File: config.mk
export PLATFORM = sky130hd
export DESIGN_NAME = fsm_ctrl
export DESIGN_NICKNAME = d
export VERILOG_FILES = /design/src/rtl/fsm_pkg.sv /design/src/rtl/fsm_ctrl.sv
export SDC_FILE = /design/constraint.sdc
export NUM_CORES = 1
export LEC_CHECK = 0
export ABC_AREA = 1
export ABC_CLOCK_PERIOD_IN_PS = 1000
export CAP_MARGIN = 20
export CORE_MARGIN = 1
export CORE_UTILIZATION = 25
export CTS_BUF_LIST = sky130_fd_sc_hd__clkbuf_16
export DETAILED_ROUTE_END_ITERATION = 16
export PLACE_DENSITY_LB_ADDON = 0.08
export SYNTH_ARGS = -nofsm -noshare
export SYNTH_HDL_FRONTEND = slang
export SYNTH_SLANG_ARGS = --single-unit
File: constraint.sdc
create_clock -name clk -period 1 [get_ports clk]
set_clock_uncertainty 0.05 [all_clocks]
set_input_delay 0.15 -clock clk [delete_from_list [all_inputs] [get_ports clk]]
set_output_delay 0.15 -clock clk [all_outputs]
set_load 0.005 [all_outputs]
File: src/rtl/fsm_pkg.sv
`default_nettype none
// ============================================================================
// fsm_pkg : shared state, opcode, nsel and vsel encodings for the RISC control
// Revision : 1.0
// ============================================================================
package fsm_pkg;

    localparam logic [2:0] ST_WAIT   = 3'd0;
    localparam logic [2:0] ST_DECODE = 3'd1;
    localparam logic [2:0] ST_WIMM   = 3'd2;
    localparam logic [2:0] ST_GETA   = 3'd3;
    localparam logic [2:0] ST_GETB   = 3'd4;
    localparam logic [2:0] ST_EXEC   = 3'd5;
    localparam logic [2:0] ST_CMP    = 3'd6;
    localparam logic [2:0] ST_WREG   = 3'd7;

    typedef enum logic [2:0] {
        S_WAIT   = ST_WAIT,
        S_DECODE = ST_DECODE,
        S_WIMM   = ST_WIMM,
        S_GETA   = ST_GETA,
        S_GETB   = ST_GETB,
        S_EXEC   = ST_EXEC,
        S_CMP    = ST_CMP,
        S_WREG   = ST_WREG
    } state_t;

    localparam logic [2:0] OPC_MOV    = 3'b110;
    localparam logic [2:0] OPC_ALU    = 3'b101;

    localparam logic [1:0] OP_MOV_IMM = 2'b10;
    localparam logic [1:0] OP_MOV_REG = 2'b00;
    localparam logic [1:0] OP_ADD     = 2'b00;
    localparam logic [1:0] OP_CMP     = 2'b01;
    localparam logic [1:0] OP_AND     = 2'b10;
    localparam logic [1:0] OP_MVN     = 2'b11;

    localparam logic [2:0] NSEL_NONE  = 3'b000;
    localparam logic [2:0] NSEL_RN    = 3'b001;
    localparam logic [2:0] NSEL_RD    = 3'b010;
    localparam logic [2:0] NSEL_RM    = 3'b100;

    localparam logic [3:0] VSEL_MDATA = 4'b1000;
    localparam logic [3:0] VSEL_IMM8  = 4'b0100;
    localparam logic [3:0] VSEL_PC    = 4'b0010;
    localparam logic [3:0] VSEL_C     = 4'b0001;

    // Single-operand ops pass B straight through the ALU with A forced to zero.
    function automatic logic zero_a_op(input logic [2:0] opc, input logic [1:0] sub);
        return ((opc == OPC_MOV) && (sub == OP_MOV_REG)) ||
               ((opc == OPC_ALU) && (sub == OP_MVN));
    endfunction

    function automatic logic vsel_legal(input logic [3:0] v);
        return (v == VSEL_MDATA) || (v == VSEL_IMM8) ||
               (v == VSEL_PC)    || (v == VSEL_C);
    endfunction

endpackage : fsm_pkg
`default_nettype wire

File: src/rtl/fsm_ctrl.sv
`default_nettype none
// ============================================================================
// fsm_ctrl : multi-cycle Moore control FSM sequencing the RISC datapath
// Revision : 1.0
// ============================================================================
module fsm_ctrl
    import fsm_pkg::*;
(
    input  logic       clk,
    input  logic       reset_n,
    input  logic       s,
    input  logic [2:0] opcode,
    input  logic [1:0] op,
    output logic       w,
    output logic [2:0] nsel,
    output logic       loada,
    output logic       loadb,
    output logic       loadc,
    output logic       loads,
    output logic       asel,
    output logic       bsel,
    output logic [3:0] vsel,
    output logic       write
);

    state_t     state_q, state_d;
    logic [2:0] op_q, op_d;
    logic [1:0] sub_q, sub_d;

    always_ff @(posedge clk or negedge reset_n) begin
        if (!reset_n) begin
            state_q <= S_WAIT;
            op_q    <= 3'b000;
            sub_q   <= 2'b00;
        end else begin
            state_q <= state_d;
            op_q    <= op_d;
            sub_q   <= sub_d;
        end
    end

    // Instruction is captured once so the decoder may move on mid-instruction.
    always_comb begin
        op_d  = op_q;
        sub_d = sub_q;
        if ((state_q == S_WAIT) && s) begin
            op_d  = opcode;
            sub_d = op;
        end
    end

    always_comb begin
        state_d = state_q;
        case (state_q)
            S_WAIT: begin
                if (s) state_d = S_DECODE;
            end
            S_DECODE: begin
                if ((op_q == OPC_MOV) && (sub_q == OP_MOV_IMM))
                    state_d = S_WIMM;
                else if ((op_q == OPC_MOV) && (sub_q == OP_MOV_REG))
                    state_d = S_GETB;
                else if ((op_q == OPC_ALU) && (sub_q == OP_MVN))
                    state_d = S_GETB;
                else if ((op_q == OPC_ALU) &&
                         ((sub_q == OP_ADD) || (sub_q == OP_CMP) || (sub_q == OP_AND)))
                    state_d = S_GETA;
                else
                    state_d = S_WAIT;
            end
            S_WIMM:  state_d = S_WAIT;
            S_GETA:  state_d = S_GETB;
            S_GETB: begin
                if ((op_q == OPC_ALU) && (sub_q == OP_CMP))
                    state_d = S_CMP;
                else
                    state_d = S_EXEC;
            end
            S_EXEC:  state_d = S_WREG;
            S_CMP:   state_d = S_WAIT;
            S_WREG:  state_d = S_WAIT;
            default: state_d = S_WAIT;
        endcase
    end

    always_comb begin
        w     = 1'b0;
        nsel  = NSEL_NONE;
        loada = 1'b0;
        loadb = 1'b0;
        loadc = 1'b0;
        loads = 1'b0;
        asel  = 1'b0;
        bsel  = 1'b0;
        vsel  = VSEL_C;
        write = 1'b0;
        case (state_q)
            S_WAIT: w = 1'b1;
            S_WIMM: begin
                nsel  = NSEL_RN;
                vsel  = VSEL_IMM8;
                write = 1'b1;
            end
            S_GETA: begin
                nsel  = NSEL_RN;
                loada = 1'b1;
            end
            S_GETB: begin
                nsel  = NSEL_RM;
                loadb = 1'b1;
            end
            S_EXEC: begin
                asel  = zero_a_op(op_q, sub_q);
                loadc = 1'b1;
            end
            S_CMP:  loads = 1'b1;
            S_WREG: begin
                nsel  = NSEL_RD;
                vsel  = VSEL_C;
                write = 1'b1;
            end
            default: ;
        endcase
    end

endmodule : fsm_ctrl
`default_nettype wire

# Yosys cells after proc, flatten, opt, wreduce, memory -nomap -nowiden
# Cells that the tools add are included.
dict set report word_totals {
  ff_bits 8
  output_inout_bits 15
  word_cells 46
}
dict set report op_classes {
  eq_ne 13
  n_mux 16
  reduce_logical 14
}
# operator n
set op_table {}
lappend op_table {{equality test 3 bit (second input constant)} 6}
lappend op_table {{case mux 3 bit (6 select lines)} 1}
lappend op_table {{2-to-1 mux 3 bit} 5}
lappend op_table {{case mux 3 bit (3 select lines)} 1}
lappend op_table {{2-to-1 mux 1 bit} 7}
lappend op_table {{equality test 3 x 2 -> 1 bit (second input constant)} 2}
lappend op_table {{logical AND 1 bit} 6}
lappend op_table {{equality test 2 bit (second input constant)} 2}
lappend op_table {{2-to-1 mux 2 bit} 2}
lappend op_table {{OR reduction 2 bit} 2}
lappend op_table {{equality test 3 x 1 -> 1 bit (second input constant)} 1}
lappend op_table {{logical NOT 3 bit} 1}
lappend op_table {{logical OR 1 bit} 3}
lappend op_table {{OR reduction 3 bit} 1}
lappend op_table {{equality test 2 x 1 -> 1 bit (second input constant)} 1}
lappend op_table {{logical NOT 2 bit} 1}
lappend op_table {{inequality test 2 bit (second input constant)} 1}

# Logic depth before layout (Yosys ltp)
# Gate-level depths: netlist of run 1.
dict set report depth {
  depth_word 9
  ltp_mapped 8
  mapped_depth_nobuf 7
}

# Worst setup path after synthesis of run 1
# No wires, ideal clock.
dict set report synth_timing {
  path_kind {reg-to-output}
  start {register state_q[1]}
  end {output nsel[2]}
  t_arrival_ps 898
  slack_ps -98
  stages_incl_launch_ff 5
  n_path_buf 1
  cell_sequence {dfrtp_1 > inv_2 > nand2_1 > nor2_1 > buf_4}
}
dict set report synth_between {
  elab_chain_len 3
  word_cells_on_any_way 6
  classes_between {eq/ne: 4; mux: 1; reduce/logical: 1}
}
# element line
set synth_rtl {}
lappend synth_rtl {{start, declared} fsm_ctrl.sv:26} ;# state_t state_q, state_d;
lappend synth_rtl {{start signal, assigned} fsm_ctrl.sv:36} ;# state_q <= state_d;
lappend synth_rtl {{equality test 3 x 2 -> 1 bit} fsm_ctrl.sv:97} ;# case (state_q)
lappend synth_rtl {{OR reduction 2 bit (no source line)} --}
lappend synth_rtl {{case mux 3 bit (3 select lines) (*)} fsm_ctrl.sv:97}
lappend synth_rtl {{end, declared} fsm_ctrl.sv:15} ;# output logic [2:0] nsel,
# Every way passes the cells marked *; elsewhere a longest branch is shown, timed or not.

# Final worst setup path of run 1
dict set report layout_timing {
  start {register state_q[1]}
  end {output w}
}
dict set report layout_between {
  elab_chain_len 2
}
# element line
set layout_rtl {}
lappend layout_rtl {{logical NOT 3 bit} fsm_ctrl.sv:97}
lappend layout_rtl {{2-to-1 mux 1 bit} fsm_ctrl.sv:97}
lappend layout_rtl {{end, declared} fsm_ctrl.sv:14} ;# output logic w,
# Every way passes these cells.

==> results of run 1 <==
cell usage after synthesis (2+ instances only):
master                    count  area (um^2)
sky130_fd_sc_hd__a21oi_1      5         25.0
sky130_fd_sc_hd__buf_4        4         30.0
sky130_fd_sc_hd__dfrtp_1      8          200
sky130_fd_sc_hd__inv_1        6         22.5
sky130_fd_sc_hd__inv_2        2         7.51
sky130_fd_sc_hd__nand2_1     22         82.6
sky130_fd_sc_hd__nand2_4      2         22.5
sky130_fd_sc_hd__nand3_1      9         45.0
sky130_fd_sc_hd__nor2_1       8         30.0
sky130_fd_sc_hd__o21ai_0      3         15.0
registers in the layout (all words and copies together) (netlist names):
register / cells
state_q: 3
sub_q: 2
op_q: 3
worst max-delay path by stage:
stage                          start    endpoint  slack (ns)  cells after the start
final                     state_q[1]           w       -0.40                      6
after global routing      state_q[1]        asel       -0.46                      6
after CTS                 state_q[1]        asel       -0.40                      6
after detailed placement  state_q[0]        asel       -0.55                      3
after global placement    state_q[0]        asel       -0.55                      3
after floorplan           state_q[0]  state_q[0]       -0.08                      6
worst max-delay path: cells and delay by family (launching register included):
family / cells / cell delay [ns]
buf+inv: 4 / 0.40
simple gates: 2 / 0.18
flops: 1 / 0.38
power by group:
part	switching (W)	internal, W
clock network	0.000163	0.000516
logic	0.00120	0.00153
registers	0.000190	0.000491
total	0.00155	0.00254
stage by stage:
step	util (%)	total power (W)	hold slack, ns	cell area [um^2]	setup TNS, ns
3_3_place_gp	44.0	0.00230	0.399	881	-7.74
6_report	61.3	0.00409	0.147	1230	-6.38
5_1_grt	61.3	0.00437	0.172	1230	-7.71
4_1_cts	57.1	0.00376	0.154	1140	-5.98
3_5_place_dp	44.0	0.00230	0.400	881	-7.77
2_1_floorplan	-	0.00151	-0.196	573	-0.468
area by class of cell:
class	instances	area, um^2	share of cell area, %
Clock buffer	3	75.1	6.12
Sequential cell	8	203	16.5
Tap cell	27	33.8	2.76
Timing Repair Buffer	54	467	38.1
Multi-Input combinational cell	57	407	33.2
Inverter	9	41.3	3.37
logic make-up after synthesis:
kind of cell	share of synthesized area [%]
other	0.694
buffers and inverters	14.4
flip-flops	37.0
AND/OR/NAND/NOR	40.5
AO/OA/AOI/OAI	7.41
per-layer routing:
metal | wire, um | GRT usage, %
met2 | 931 | 28.9
met3 | 59 | 3.77
met4 | 26 | 8.82
met1 | 615 | 16.0
met5 | 0 | 0
repair_timing:
action,CTS,global route
pin swaps,13,9
hold buffers,0,0
resized for setup,86,11
buffers inserted,15,7
setup endpoints to repair,20,20
==> parameters.txt, run 1 <==
Parameter                              Value

Outcome
  Result of the run    complete, but fails checks
  Violated checks    negative setup slack

Worst setup path
  Nature of the critical path startpoint    register
  Peak fanout along the critical path    3
  Sort of element at the end of the critical path    output port
  Worst R2R Setup Slack    -0.36 ns
  Cells along the critical path    buf_4, buf_6, nor2_4, nand2_4, inv_4, buf_6
  Worst Path Class, Setup    register to output port
  Top cell by count, worst path    sky130_fd_sc_hd__buf_6
  Critical Path Slowest Stage Cell    sky130_fd_sc_hd__dfrtp_1
  Origin of the critical flop-to-flop path    state_q[1]
  Critical path required time    around 0.80 ns
  Data arrival time of the critical path    1.20 ns
  RR Endpoint    sub_q[1]
  Number of cells traversed by the worst register-to-register path    9
  Max stage delay on crit path    0.38 ns

STA
  Final worst setup slack    -0.398 ns
  Count of pins over their slew limit    0
  Minimum clock period    ~1.4 ns
  Setup-failing EPs final    20
  Part of the cycle the worst path needs    140%
  Highest clock rate    0.715 GHz
  Setup repair after global routing missed its margin    true
  Number of hold violations in the final report    0

Drt
  Post-Route WL    1630 um
  Iter 0 DRT Violations    10
  Number of remaining DRC errors    0
  Routed length per placed instance    10.3 um
  Number of iterations in the first detailed-routing pass    4
  Residual antenna-violating net count after detailed routing    0
  Via Count    679
  Number of vias per cell    4.30

Clock network
  Clock slew at the register clock pins of the worst setup and hold paths    0.04 ns
  Max clock buf depth    2
  Number of H-tree levels    1
  Number of sinks on the clock net    8
  CTS tree    yes
  TritonCTS Buffers    3
  Latest clock arrival within the worst-skew pair    0.23 ns
  Master cell of the clock root buffer    sky130_fd_sc_hd__clkbuf_16

GRT
  Number of global-route vias before repair    674
  GRT Total Usage    between 10% and 20%
  Number of antenna violations at the first check in global routing    0
  Global-route wire length before repair    2770 um
  Grt ovf    0
  Pin count of the biggest net entering global routing    9

Synthesis
  Dominant synthesized flop cell    sky130_fd_sc_hd__dfrtp_1
  Post-synthesis cell type count    18
  Syn Area/Cell    7.02 um^2
  Async set-reset flop share out of synthesis    100%
  Seq/Total Area, Yosys    37.0%
  Number of flops mapped to enable cells by yosys    0
  Syn Inst Count    77
  Number of synthesized register bits    8
  Synth warn    0
  Netlist Area Pre-Place    541 um^2

Die
  Die Outline Area    0.00235 mm^2
  Die Y    48.5 um
  Number of standard-cell rows in the floorplan    16
  Die X    48.5 um
  Initial core utilization    between 20 and 30%
  Boundary Pins    23
  Placeable core area    0.00200 mm^2

Placed design
  HPWL after DPL    991 um
  Instance count after placement with tap cells included    135
  Global placement routability congestion    approximately 0.76
  Number of buffers inserted by port buffering    19
  Worst slack at placement    -0.549 ns

Layout
  Most common cell after layout, fill and taps aside    sky130_fd_sc_hd__buf_4
  Most frequent cells in the layout    21 x sky130_fd_sc_hd__buf_4, 15 x sky130_fd_sc_hd__buf_6, 13 x sky130_fd_sc_hd__nand2_1
  Filler Cells Inserted    182
  Total number of nets in the final design    ~140
  Area added between synthesis and finish    127%
  Count of antenna diodes in the layout    0
  Final standard cell count with taps included and fillers excluded    158
  Fraction of layout cells with a size suffix above 1    64.9%

Power and ir drop
  Peak ir drop on the vdd network    1.50 mV
  Power Dens Cells    3340 mW/mm^2
  Leakage Power    0.614 nW

Hold path
  Worst Hold Class    input port to async pin

Job
  Count of max-cap constraint violations    0
No activity file was read; power rests on OpenSTA's default activity.
==> inputs of run 2 (changes only) <==
--- a/config.mk
+++ b/config.mk
@@ -12,7 +12,7 @@
 export CORE_UTILIZATION = 25
 export CTS_BUF_LIST = sky130_fd_sc_hd__clkbuf_16
 export DETAILED_ROUTE_END_ITERATION = 16
-export PLACE_DENSITY_LB_ADDON = 0.08
+export PLACE_DENSITY = 0.55
 export SYNTH_ARGS = -nofsm -noshare
 export SYNTH_HDL_FRONTEND = slang
 export SYNTH_SLANG_ARGS = --single-unit
==> run 2 against run 1 <==
  * The run still ends with negative setup slack left
  * Register-to-register slack worse by 0.05 ns
  * Cell count is 3.8% higher
  * Combinational power is essentially flat
  * Routed wire length up 14%
  * Largest cell class unchanged
  * Largest power group unchanged
  * Highest routed layer unchanged
==> parameters.txt, run 2 (synthesized netlist as in run 1, its figures left out) <==
Parameter                              Value

Die
  Number of standard-cell rows in the floorplan    16
  Placeable core area    around 0.002 mm^2
  Die Y    48.5 um
  Die Outline Area    0.00235 mm^2
  Boundary Pins    23
  Initial core utilization    27.0%
  Die X    48.5 um

Clock network
  Clock slew at the register clock pins of the worst setup and hold paths    0.04 ns
  CTS tree    yes
  Number of H-tree levels    1
  Hold-fix buffers, CTS    0
  Master cell of the clock root buffer    sky130_fd_sc_hd__clkbuf_16
  Latest clock arrival within the worst-skew pair    0.23 ns
  Number of sinks on the clock net    8
  TritonCTS Buffers    3
  Max clock buf depth    2

Drt
  Post-Route WL    1870 um
  Routed length per placed instance    about 11 um
  Number of vias per cell    4.26
  Via Count    699
  Residual antenna-violating net count after detailed routing    0
  Iter 0 DRT Violations    5
  Number of remaining DRC errors    0
  Number of iterations in the first detailed-routing pass    4

Worst setup path
  Peak fanout along the critical path    3
  Sort of element at the end of the critical path    output port
  Data arrival time of the critical path    1.24 ns
  Critical path required time    0.80 ns
  Nature of the critical path startpoint    register
  Worst Path Class, Setup    register to output port

STA
  Final worst setup slack    -0.436 ns
  Highest clock rate    just under 0.7 GHz
  Number of hold violations in the final report    0
  Minimum clock period    1.44 ns
  Part of the cycle the worst path needs    144%
  Setup-failing EPs final    20
  Setup repair after global routing missed its margin    true
  Count of pins over their slew limit    0

Power and ir drop
  Peak ir drop on the vdd network    1.76 mV
  Power Dens Cells    3190 mW/mm^2
  Leakage Power    0.638 nW

Layout
  Most common cell after layout, fill and taps aside    sky130_fd_sc_hd__buf_4
  Total number of nets in the final design    147
  Count of antenna diodes in the layout    0
  Area added between synthesis and finish    136%
  Fraction of layout cells with a size suffix above 1    67.2%
  Final Cell Area    between 0.001 and 0.0015 mm^2
  Registers with the most flip-flops    op_q x3, state_q x3, sub_q x2
  Layout Utilization    63.6%
  Most frequent cells in the layout    26 x sky130_fd_sc_hd__buf_4, 18 x sky130_fd_sc_hd__buf_6, 14 x sky130_fd_sc_hd__nand2_1

Job
  Count of max-cap constraint violations    0

Outcome
  Result of the run    complete, but fails checks
  Violated checks    negative setup slack

GRT
  Pin count of the biggest net entering global routing    9
  Grt ovf    0
  Number of antenna violations at the first check in global routing    0
  Global-route wire length before repair    2880 um
  GRT Total Usage    15.8%
  Number of global-route vias before repair    716

Hold path
  Worst Hold Class    input port to async pin

Placed design
  HPWL after DPL    slightly above 1000 um
  Number of buffers inserted by port buffering    19
  Worst slack at placement    -0.549 ns
  Dpl cell area    roughly 880 um^2
  Global placement routability congestion    0.707
run 2: changes by cell type in the layout (fill, tap and decap cells not counted), sizes merged:
| cell | before | now |
|---|---|---|
| buf | 47 | 51 |
| clkbuf | 3 | 5 |
run 2: area by class of cell:
cell class,instances,area [um^2]
Fill cell,170,728
Timing Repair Buffer,60,513
Multi-Input combinational cell,57,410
Sequential cell,8,203
Clock buffer,3,75.1
Inverter,9,38.8
Tap cell,27,33.8
run 2: worst paths after layout:
check                      startpoint    endpoint  slack [ns]  cells past startpoint
setup / recovery              op_q[0]        asel       -0.44                      5
hold / removal                reset_n     op_q[1]        0.16                      1
setup reg to reg           state_q[2]  state_q[0]       -0.41                     10
hold reg to reg               op_q[0]     op_q[0]        0.49                      2
max in group asynchronous     reset_n  state_q[0]        0.43                      1
min in group clk            opcode[2]     op_q[2]        0.43                      3
run 2: timing repair:
item                       in CTS  in global routing
setup endpoints to repair      20                 20
pin swaps                      11                 11
gates resized for setup        68                 27
setup buffers                  25                  5
run 2: power breakdown:
part	total [W]	switching [W]	internal, W
Clock	0.000676	0.000160	0.000516
Sequential	0.000666	0.000175	0.000491
Combinational	0.00272	0.00123	0.00149
run 2: through the flow:
| stage | power (W) | hold WS (ns) | instances | setup TNS [ns] |
|---|---|---|---|---|
| after floorplan | 0.00151 | -0.196 | 79 | -0.468 |
| after global placement | 0.00232 | 0.410 | 137 | -7.33 |
| after detailed placement | 0.00234 | 0.417 | 137 | -7.46 |
| after CTS | 0.00366 | 0.173 | 160 | -6.68 |
| after global routing | 0.00434 | 0.198 | 164 | -8.11 |
| final | 0.00406 | 0.164 | 164 | -6.78 |
run 2: critical path, stage by stage, from the launching register on:
cell,delay [ns]
sky130_fd_sc_hd__dfrtp_1,0.41
sky130_fd_sc_hd__nor2_2,0.15
sky130_fd_sc_hd__nand3_2,0.09
sky130_fd_sc_hd__buf_4,0.15
sky130_fd_sc_hd__a21oi_2,0.10
sky130_fd_sc_hd__buf_2,0.11
run 2: routing by layer:
layer  wire (um)  part of all wire (%)  vias up  GRT usage (%)
met2        1080                    58       27           31.5
met1         656                    35      312           15.7
met3          86                   4.6        6           2.83
met4          42                   2.2        0           6.86
li1            -                     -      354              -
met5           0                     0        -              0
==> variant 1, RTL diff (config.mk and constraints of run 1) <==
Make the reset (`reset_n`) synchronous in one clocked block.
--- a/src/rtl/fsm_ctrl.sv
+++ b/src/rtl/fsm_ctrl.sv
@@ -27,7 +27,7 @@
     logic [2:0] op_q, op_d;
     logic [1:0] sub_q, sub_d;
 
-    always_ff @(posedge clk or negedge reset_n) begin
+    always_ff @(posedge clk) begin
         if (!reset_n) begin
             state_q <= S_WAIT;
             op_q    <= 3'b000;
Behaviour: differs if reset_n is asserted again (counterexample within 4 cycles, from zero or initial values and one cycle with reset_n low); with reset_n held inactive, the same outputs for 10 cycles.
==> variant 1 against run 1 <==
- the flow still finishes with violations (negative setup slack)
- utilization decreased by 2.4 points
- worst setup slack improved by 0.10 ns
- routed wire length increased by 0.86%
- non-clock buffer count decreased by 7
- first-iteration DRC count decreased by 50%
- cell count increased by 1.9%
- sequential cell count unchanged
- via count increased by 1.6%
- design area decreased by 5.9%
- area after synthesis decreased by 4.4%
- maximum frequency increased by 8.1%
Power is left out: it rests on default switching activity, and per cell area and clock period it moved more than threefold.
==> variant 1: results (changes against run 1) <==
The run gives 517 um^2 (was 541 um^2) as the total standard cell area after synthesis. The detail-routed net length per standard cell is 10.2 um (was 10.3 um). Fraction of standard cell area in multi-input logic: 34.6% (was 33.2%). The type of the worst min-delay path was reg2reg (was in2async). The logs give 5.28% (was 3.77%) for the met3 usage and 690 (was 679) for the total number of vias. The slowest cell on the critical path was sky130_fd_sc_hd__dfxtp_4 (was sky130_fd_sc_hd__dfrtp_1). The cell count after synthesis was 86 (was 77). The detailed-router iteration count before antenna repair is 3 (was 4), and the met3 routed wirelength is 82 um (was 59 um). The number of fill cells in the layout was 179 (was 182); the number of endpoints failing setup at the final stage was 20 (unchanged). Failing checks: negative setup slack (unchanged).

The logs give 10 (was 15) for the number of buffers added for setup after CTS and 143 (was 135) for the number of placed cells counting well taps. The final-layout non-clock buffer area share is 35.0% (was 38.1%), and the wire length on met1 is 758 um (was 615 um). The leading register cell type out of synthesis is sky130_fd_sc_hd__dfxtp_1 (was sky130_fd_sc_hd__dfrtp_1).

The number of DRC markers after the initial detailed-route iteration is 5 (was 10). Share of cells above drive strength 1: 64.2% (was 64.9%). The proportion of cell area occupied by registers was 15.3% (was 16.5%).

The tools report the setup slack of the critical path after layout as -0.293 ns (was -0.398 ns). The final RePlAce weighted congestion was 0.821 (was 0.757); the worst slack after detailed placement was -0.454 ns (was -0.549 ns). The run gives 2.20 mm (was 2.77 mm) as the first-pass GRT wire length. The logs give 19.3% (was 16.0%) for the global-route met1 utilization and 816 um^2 (was 881 um^2) for the placed standard-cell area. The logs give 82 (was 86) for the number of cells upsized or downsized after cts and 990 um (was 991 um) for the detailed placement HPWL. The pin count of the biggest net entering global routing came out at 8 (was 9).

The worst endpoint data arrival time came out at 1.09 ns (was 1.20 ns). The sequential-to-total area share from yosys stat was 31.0% (was 37.0%). The accumulated negative setup slack was -4.16 ns (was -6.38 ns); the post-synthesis async set-or-reset flop share was 0% (was 100%).

The count of plain and timing-repair buffers was 47 (was 54). Cell types occupying the most area after synthesis: sky130_fd_sc_hd__dfxtp_1 (31%), sky130_fd_sc_hd__nand2_1 (19%), sky130_fd_sc_hd__nor2_1 (8.7%) (was sky130_fd_sc_hd__dfrtp_1 (37%), sky130_fd_sc_hd__nand2_1 (15%), sky130_fd_sc_hd__nand3_1 (8.3%)). The number of ordinary inverters in the final layout works out to 14 (was 9).

The layer with the highest usage after global routing is met1 (was met2). Routed wire length: 1.65 mm (was 1.63 mm). The via count of the first global-routing pass is 539 (was 674).

The count of distinct cell types in the synthesized netlist is 14 (was 18), and the routing usage on met2 is 19.2% (was 28.9%). The flow ran to the end, but the final reports show violations. The overall global routing resource usage is 14.2% (was 15.6%), and the clock distribution area overhead in the final layout is 6.51% (was 6.12%).
variant 1: cell count changes after synthesis, moves of 3 or more:
cell	before	now
sky130_fd_sc_hd__dfrtp_1	8	0
sky130_fd_sc_hd__dfxtp_1	0	8
sky130_fd_sc_hd__inv_1	6	10
sky130_fd_sc_hd__nand2_1	22	26
sky130_fd_sc_hd__nor2_1	8	12
sky130_fd_sc_hd__a21oi_1	5	8
variant 1: final timing paths:
kind / start / to / slack, ns / depth (start not counted)
max: state_q[1] / w / -0.29 / 6
min: op_q[1] / op_q[1] / 0.43 / 2
max reg2reg: state_q[1] / op_q[1] / -0.26 / 9
min reg2reg: op_q[1] / op_q[1] / 0.43 / 2
variant 1: cell families (layout without fill, tap and decap cells):
family | after synthesis | after routing | share of synthesized area [%]
flops | 8 | 8 | 31.0
compound gates | 10 | 10 | 9.69
simple gates | 49 | 49 | 42.1
buf+inv | 18 | 64 | 16.5
other cells | 1 | 3 | 0.726
==> variant 2, RTL diff (settings of run 1) <==
Without the edit above. Register the output `vsel`; this adds one clock of latency there. The other outputs are not delayed to match.
--- a/src/rtl/fsm_ctrl.sv
+++ b/src/rtl/fsm_ctrl.sv
@@ -22,6 +22,8 @@
     output logic [3:0] vsel,
     output logic       write
 );
+
+    logic [3:0] vsel_d;
 
     state_t     state_q, state_d;
     logic [2:0] op_q, op_d;
@@ -92,13 +94,13 @@
         loads = 1'b0;
         asel  = 1'b0;
         bsel  = 1'b0;
-        vsel  = VSEL_C;
+        vsel_d = VSEL_C;
         write = 1'b0;
         case (state_q)
             S_WAIT: w = 1'b1;
             S_WIMM: begin
                 nsel  = NSEL_RN;
-                vsel  = VSEL_IMM8;
+                vsel_d = VSEL_IMM8;
                 write = 1'b1;
             end
             S_GETA: begin
@@ -116,13 +118,17 @@
             S_CMP:  loads = 1'b1;
             S_WREG: begin
                 nsel  = NSEL_RD;
-                vsel  = VSEL_C;
+                vsel_d = VSEL_C;
                 write = 1'b1;
             end
             default: ;
         endcase
     end
 
+    always_ff @(posedge clk) begin
+        vsel <= vsel_d;
+    end
+
 endmodule : fsm_ctrl
 `default_nettype wire
 
Behaviour: not the same (a bounded check fails within 4 cycles, from zero or initial values and one cycle with reset_n low).
==> variant 2 against run 1 <==
- total power fell by 4.2%
- area after synthesis rose by 8.1%
- design area is 0.71% higher
- global-route usage decreased by 1.1 points
- via count is 1.3% lower
- routed wire length rose by 0.55%
- worst setup slack worse by 0.056 ns
- the flow still finishes with violations (negative setup slack)
- sequential cell count up 2
==> variant 2: results (changes against run 1) <==
The share of cells above drive strength 1 came out at 56.5% (was 64.9%). Largest registers in the final layout: op_q: 3 flops, state_q: 3 flops (was op_q: 3 flops, state_q: 3 flops, sub_q: 2 flops). The switching share of total power came out at 37.4% (was 38.0%). Cell types occupying the most area after synthesis: sky130_fd_sc_hd__dfrtp_1 (34%), sky130_fd_sc_hd__nand2_1 (11%), sky130_fd_sc_hd__dfxtp_1 (6.9%) (was sky130_fd_sc_hd__dfrtp_1 (37%), sky130_fd_sc_hd__nand2_1 (15%), sky130_fd_sc_hd__nand3_1 (8.3%)). The run gives 41.1% (was 37.0%) as the sequential-to-total area share from yosys stat. The placed standard-cell area is 912 um^2 (was 881 um^2). The tools report the number of endpoints failing setup at the final stage as 18 (was 20).

The tools report the launch point of the worst reg-to-reg path as state_q[2] (was state_q[1]). The detailed placement HPWL came out at 1.06 mm (was 991 um). The number of DRC markers after the initial detailed-route iteration was 2 (was 10).

The worst reg-to-reg setup slack is -0.39 ns (was -0.36 ns). The tools report the accumulated negative setup slack as -6.26 ns (was -6.38 ns). The via count of the first global-routing pass was 640 (was 674). The detailed-router iteration count before antenna repair was 2 (was 4); the static leakage was 0.632 nW (was 0.614 nW).

The count of distinct cell types in the synthesized netlist came out at 20 (was 18). The flow ran to the end, but the final reports show violations. Cell family with the largest share of critical-path delay: flip-flops (was buffers and inverters).

The overall global routing resource usage came out at 14.6% (was 15.6%). The worst-case hold slack was 0.142 ns (was 0.147 ns). The tools report the destination of the worst register-to-register timing path as state_q[0] (was sub_q[1]). The post-synthesis async set-or-reset flop share works out to 80.0% (was 100%). The worst voltage drop across the vdd grid was 0.00127 V (was 0.00150 V). Number of nets in the layout: 140 (was 141). The number of cells on the worst reg-to-reg path came out at 10 (was 9).

Most numerous cell types in the synthesized netlist: sky130_fd_sc_hd__nand2_1 (17), sky130_fd_sc_hd__inv_1 (10), sky130_fd_sc_hd__dfrtp_1 (8), sky130_fd_sc_hd__nand3_1 (8), sky130_fd_sc_hd__nor2_1 (7) (was sky130_fd_sc_hd__nand2_1 (22), sky130_fd_sc_hd__nand3_1 (9), sky130_fd_sc_hd__dfrtp_1 (8), sky130_fd_sc_hd__nor2_1 (8), sky130_fd_sc_hd__inv_1 (6)). Worst endpoint data arrival time: 1.25 ns (was 1.20 ns). The routed wire length was 1.64 mm (was 1.63 mm). The worst-path maximum fanout works out to 4 (was 3).

Failing checks: negative setup slack (unchanged). The synthesized-area fraction occupied by ao, oa, aoi and oai cells is 7.07% (was 7.41%), and the final RePlAce weighted congestion is 0.765 (was 0.757). The logs give -0.454 ns (was -0.398 ns) for the setup slack of the critical path after layout and 2.73 mm (was 2.77 mm) for the first-pass GRT wire length. The total of buffers placed on input and output ports was 19 (unchanged).
[variant 2: changes by cell type in the layout (fill, tap and decap cells not counted), sizes merged, moves of 2 or more]
| cell | run 1 | this run |
|---|---|---|
| dlygate4sd2 | 0 | 4 |
| a21oi | 5 | 3 |
| buf | 47 | 40 |
| dfxtp | 0 | 2 |
| inv | 9 | 13 |
| nand2 | 24 | 19 |
| nand4 | 0 | 2 |
[variant 2: logic make-up after synthesis]
group	after synthesis
DFF	10
other	1
buffers and inverters	16
AOI/OAI and AO/OA	6
and+or+nand+nor	44
[variant 2: power groups by stage]
stage	combinational [mW]	clock [mW]	sequential (mW)
2_1_floorplan	0.763	0	0.734
3_3_place_gp	1.58	0	0.744
3_5_place_dp	1.59	0	0.747
4_1_cts	2.36	0.723	0.731
5_1_grt	2.70	0.761	0.758
6_report	2.47	0.711	0.735
[variant 2: area by class of cell]
cell class | instances | area, um^2
clock buffers | 3 | 75.1
well taps | 28 | 35.0
inverters | 12 | 52.6
flip-flops and latches | 10 | 243
multi-input cells | 53 | 380
fillers | 212 | 977
repair buffers | 52 | 445
clock inverters | 1 | 3.75
[variant 2: worst max-delay path by stage]
stage / from / to
floorplan: state_q[0] / sub_q[1]
global route: state_q[1] / write
CTS: state_q[2] / nsel[0]
detailed placement: op_q[2] / asel
finish: state_q[2] / asel
global placement: op_q[2] / asel
[variant 2: metrics by stage]
| stage | std cells | setup slack [ns] |
|---|---|---|
| after floorplan | 79 | -0.0802 |
| after global placement | 138 | -0.548 |
| after detailed placement | 138 | -0.567 |
| after CTS | 158 | -0.435 |
| after global routing | 159 | -0.523 |
| final | 159 | -0.454 |
[variant 2: timing repair]
action,in CTS,in global routing
setup buffers,16,2
pin swaps,10,5
resized for setup,70,9
setup endpoints to repair,20,20
hold buffers,0,0
[variant 2: layer usage]
layer | vias up | global-route usage, % | routed length (um) | share of wire [%]
met4 | 0 | 5.56 | 10 | 0.61
met5 | - | 0 | 0 | 0
met1 | 313 | 16.3 | 646 | 39
li1 | 341 | - | - | -
met2 | 14 | 26.9 | 922 | 56
met3 | 2 | 2.73 | 61 | 3.7
